### src/rtl/alu.sv
// 8-bit registered ALU for the execute stage.
// Result, zero and parity are all registered together with one-cycle latency.

package definitions;

   typedef enum logic [2:0] {
      ADD = 3'd0,
      SUB = 3'd1,
      AND = 3'd2,
      OR  = 3'd3,
      XOR = 3'd4,
      NOT = 3'd5,
      SLL = 3'd6,
      SRL = 3'd7
   } op_code;

endpackage

module alu
   import definitions::*;
(
   input  logic       clk,
   input  logic       reset,
   input  logic [7:0] rs_i,
   input  logic [7:0] rt_i,
   input  op_code     op_i,
   output logic [7:0] result_o,
   output logic       zero,
   output logic       parity
);

   logic [7:0] res_d;
   logic [7:0] res_q;
   logic       zero_q;
   logic       par_q;
   logic [2:0] shamt;

   assign shamt = rt_i[2:0];

   // Unknown opcodes fall to the default and yield zero.
   always_comb begin
      res_d = 8'h00;
      case (op_i)
         ADD:     res_d = rs_i + rt_i;
         SUB:     res_d = rs_i - rt_i;
         AND:     res_d = rs_i & rt_i;
         OR:      res_d = rs_i | rt_i;
         XOR:     res_d = rs_i ^ rt_i;
         NOT:     res_d = ~rs_i;
         SLL:     res_d = rs_i << shamt;
         SRL:     res_d = rs_i >> shamt;
         default: res_d = 8'h00;
      endcase
   end

   // Flags are derived from the new result so they never lag result_o.
   always_ff @(posedge clk or posedge reset) begin
      if (reset) begin
         res_q  <= 8'h00;
         zero_q <= 1'b1;
         par_q  <= 1'b0;
      end else begin
         res_q  <= res_d;
         zero_q <= ~|res_d;
         par_q  <= ^res_d;
      end
   end

   assign result_o = res_q;
   assign zero     = zero_q;
   assign parity   = par_q;

endmodule

### config.mk
export PLATFORM = sky130hd
export DESIGN_NAME = alu
export DESIGN_NICKNAME = d
export VERILOG_FILES = /design/src/rtl/alu.sv
export SDC_FILE = /design/constraint.sdc
export NUM_CORES = 1
export LEC_CHECK = 0
export CORE_ASPECT_RATIO = 1.1
export CORE_UTILIZATION = 40
export DETAILED_ROUTE_END_ITERATION = 16
export GPL_TIMING_DRIVEN = 1
export SLEW_MARGIN = 20
export SYNTH_ARGS = -nofsm -noshare
export SYNTH_HDL_FRONTEND = slang
export SYNTH_SLANG_ARGS = --single-unit
export TNS_END_PERCENT = 20
### constraint.sdc
create_clock -name clk -period 0.8 [get_ports clk]
set_input_delay 0.16 -clock clk [delete_from_list [all_inputs] [get_ports clk]]
set_output_delay 0.16 -clock clk [all_outputs]
set_load 0.03 [all_outputs]
Word-level counts from Yosys, hierarchy flattened
Index checks and enable logic that the tools add are counted.

word-level totals
  bits of input ports = 21
  register bits = 10
  output and inout port bits = 10
  logic and storage cells = 23

operators by class
  shift operators = 2
  reduce and logical (&&, ||, !) cells = 4
  multiplexer cells = 1
  bitwise logic cells = 4
  equal/unequal tests = 7
  $add $sub $neg = 2

operator list
  operator            number
  $pmux 8 s8          1
  $eq 3x3->1 const B  4
  $add 8x8->8         1
  $and 8x8->8         1
  $not 8->8           1
  $or 8x8->8          1
  $reduce_or 8->1     1
  $reduce_xor 8->1    1
  $shl 8x3->8         1
  $shr 8x3->8         1
  $sub 8x8->8         1
  $xor 8x8->8         1
  $eq 3x2->1 const B  2
  $eq 3x1->1 const B  1
  $logic_not 3->1     1
  $logic_not 1->1     1

Depth between registers and ports, before layout
  word-level depth = 4
  mapped depth = 15
  depth with buffers taken out = 13

Worst setup path before layout
OpenSTA, ideal clock, no wires.

  path type = input-to-reg
  from = input rt_i[1]
  to = register par_q, in the netlist parity
  path slack = -2.143 ns
  stages on the path = 15
  required time = 0.675 ns
  setup time = 0.125 ns
  arrival time = 2.818 ns
  path buffers = 2
  path through = buf_2 > buf_2 > inv_1 > ha_1 > a31oi_1 > xnor2_1 > ha_1 > o211ai_1 > a21oi_1 > nor2_1 > xnor2_1 > a2111oi_0 > ha_1 > xor2_1 > xnor2_1

between the ends
  word-level cells in the longest chain between the ends = 3
  elaborated cells between the ends (all ways) = 9
  those cells by class = add/sub: 2; shift: 2; mux: 1; bitwise: 3; reduce/logical: 1

RTL lines
  item                                       RTL line  RTL
  start: declaration                         25        input logic [7:0] rt_i,
  $sub 8x8->8, or another cell as far along  45        SUB: res_d = rs_i - rt_i;
  $pmux 8 s8 (*)                             43        case (op_i)
  $reduce_xor 8->1 (*)                       65        par_q <= ^res_d;
  end signal: assignment                     65
  end: declaration                           35        logic par_q;

Every way passes the cells marked *; elsewhere a longest branch is shown, timed or not.

Worst setup path after layout
  from = input op_i[2]
  to = register par_q, in the netlist parity

between the ends
  word-level cells in the longest chain between the ends = 3
  elaborated cells between the ends (all ways) = 10
  those cells by class = eq/ne: 7; mux: 1; reduce/logical: 2

RTL lines
  item                                      RTL line  RTL
  start: declaration                        26        input op_code op_i,
  $eq 3x3->1, or another cell as far along  43
  $pmux 8 s8 (*)                            43
  $reduce_xor 8->1 (*)                      65

Marks and branches as above.

==> summary.md <==
| Metric | Value |
|---|---|
| Worst slew margin | `73.8%` |
| DP Wirelength | `5150 µm` |
| DR pass1 iterations | `4` |
| CTS root buf | `clkbuf_8` |
| Core area | `4680 µm²` |
| DR vias | `2,233` |
| N_diodes | `0` |
| Max Slew Vio Count | `0` |
| # setup viols final | `20` |
| IO buf count | `30` |
| Post-route ant nets | `0` |
| Die Ht | `75.7 µm` |
| Largest net degree at the start of global routing | `29` |
| Met2 Usage GRT | `47.0%` |
| Critical Setup Path Class | `in -> reg` |
| Worst vdd ir | `0.864 mV` |
| Crit-path max FO | `3` |
| Clk pin slew, worst setup/hold paths | `0.05 ns` |
| Final net count | `405` |
| Grt total ovfl | `0` |
| Worst Setup End Kind | `flip-flop` |
| CTS HTree Levels | `1` |
| Initial core utilization | `42.2%` |
| Net Count, Synth | `292` |
| Top-area cell type share of the netlist area | `18.4%` |
| Average wire per standard cell | `15.4 µm` |
| Fin Hold WS | `0.257 ns` |
| Final wirelength | `6320 µm` |
| Ranking of synthesized cells by area | `ha_1 (18%), dfrtp_1 (11%), mux2i_1 (6.6%)` |
| CTS sink cnt | `10` |
| Global Route Usage Sum | `24.7%` |
| Placement Rows | `26` |
| CP startpoint | `op_i[2]` |
| RSZ-0062 raised after global routing | `yes` |
| Number of synthesized flops with an enable pin | `0` |
| Non-filler instance count after layout | `409` |
| Post-route clock period utilization | `313%` |
| CP arrival | `2.66 ns` |
| Initial antenna violation count | `0` |
| Layout cells sized above 1 | `42.2%` |
| Io pins | `31` |
| GPL Wtd Cong | `0.995` |
| Biggest area consumer among synthesized cells | `ha_1` |
| Hold Crit Class | `in -> async` |
| Min cycle time layout | `2.51 ns` |
| Startpoint types | `primary input` |
| Clock buffer depth | `2` |
| Vias per cell | `5.46` |
| Async S/R FF share, synth | `100%` |
| M1 GR Usage | `29.3%` |
| #FFs+latches synth | `10` |
| Status | `finished with violations` |
| Maxcap violations | `0` |
| CTS tree | `done` |
| # fillers | `389` |
| YS warnings | `0` |
| TritonCTS buffer count | `3` |
| Final hold vios | `0` |
| Die X | `69.0 µm` |
| Slew @ Worst Pin | `0.391 ns` |
| Placed Instances | `396` |
| Cells after Synth | `241` |
| Leakage | `1.54 nW` |
| PwrDens | `1160 nW/µm²` |
| Sequential share of the synthesized area | `12.7%` |
| Ys flop type | `dfrtp_1` |
| Syn Area/Cell | `8.20 µm²` |
| DRC | `0` |
| Post-route cell area | `3200 µm²` |
| Cts hold-fix bufs | `0` |
| Commonest non-fill, non-tap cell in the layout | `buf_4` |
| Critical Path Sink | `parity` |
| Vias in the first global route | `2,124` |
| Syn Std Cell Area | `1980 µm²` |
| M3 GR Usage | `1.19%` |
| Failing checks | `setup timing` |
| Post-place instance area | `2880 µm²` |
| Worst path required time | `0.95 ns` |
| Area growth syn-to-layout | `61.8%` |
| Global-route wire length before repair | `10,200 µm` |
| Max Fclk | `0.399 GHz` |
| Distinct cells, synth | `53` |
| Die area | `5230 µm²` |
| Final worst setup slack | `-1.71 ns` |
| Most frequent cells in the layout | `buf_4 (81), ha_1 (26), buf_6 (23), nor2_1 (19), inv_1 (17)` |
| DR iter-0 viols | `129` |
| Gr busiest metal | `met2` |
-- repair_timing --
action                     4_1_cts  5_1_grt
setup endpoints to repair       20       20
gates resized for setup         70       16
buffers inserted                 8        2
pin swaps                       29       22
-- area by class of cell --
cell class,count,area [µm²],share of cell area [%]
multi-input combinational,196,1730,54.0
timing repair buffer,122,1030,32.1
sequential,10,251,7.86
inverter,21,78.8,2.46
tap,56,70.1,2.19
clock buffer,4,45.0,1.41
-- report_power, final --
| part | internal (W) | switching [W] | total, W | leakage [nW] |
|---|---|---|---|---|
| registers | 0.000603 | 0.0000383 | 0.000642 | 0.118 |
| clock network | 0.000346 | 0.000170 | 0.000516 | 0.0228 |
| logic | 0.00135 | 0.00121 | 0.00256 | 1.40 |
-- logic make-up (layout without fill, tap and decap cells) --
logic type | count (synthesis) | count (layout) | synth area share, %
muxes | 17 | 17 | 11.3
AOI/OAI and AO/OA | 70 | 70 | 24.5
adders and majority gates | 30 | 30 | 19.4
and+or+nand+nor | 63 | 63 | 16.5
xor gates and xnor gates | 16 | 16 | 7.47
buffers and inverters | 35 | 147 | 8.10
DFF | 10 | 10 | 12.7
-- stage by stage --
stage / utilization (%) / power, W / setup slack, ns / TNS [ns]
floorplan: - / 0.00190 / -1.91 / -12.17
global placement: 61.4 / 0.00285 / -2.41 / -18.22
detailed placement: 61.4 / 0.00287 / -2.45 / -18.44
CTS: 66.5 / 0.00362 / -1.72 / -13.22
global route: 68.3 / 0.00394 / -1.82 / -14.05
finish: 68.3 / 0.00372 / -1.71 / -13.17
-- synth_stat cells, drive strengths merged, types with 2 or more instances --
library cell	instances
xnor2	13
a21oi	17
o211ai	2
a21o	4
o2bb2ai	3
nor2	21
nor3	5
o32a	2
nor2b	2
o21ai	15
a31oi	2
o221ai	3
ha	29
a211oi	4
or2	2
xor2	3
mux2i	13
or3	4
clkbuf	4
o32ai	2
dfrtp	9
inv	21
nand2	15
a221oi	2
mux4	4
nand2b	9
buf	10
-- metal layers --
metal  up-vias  part of all wire (%)
met3        18                   4.5
li1       1104                     -
met5         -                     0
met1      1031                    41
met4         0                   3.2
met2        80                    51
-- worst min path at each step --
stage / start / to / slack (ns)
6_report: reset / result_o[0] / 0.26
5_1_grt: reset / result_o[4] / 0.30
4_1_cts: reset / result_o[0] / 0.27
3_5_place_dp: reset / result_o[4] / 0.51
3_3_place_gp: reset / result_o[4] / 0.49
2_1_floorplan: reset / parity / -0.0005
-- critical path, cell delays in order --
cell	delay [ns]
buf_6	0.10
nor3b_4	0.25
buf_6	0.14
a31oi_4	0.04
xnor2_2	0.15
ha_1	0.35
a21o_1	0.20
o41ai_2	0.30
xnor2_1	0.15
a221oi_2	0.24
ha_1	0.27
xnor2_1	0.18
xnor2_1	0.13
-- sequential cells by signal, summed over array words and instances (netlist names) --
| name | flops |
|---|---|
| parity | 1 |
| result_o | 8 |
| zero | 1 |
Note: power is estimated with default switching activity, not from simulation.
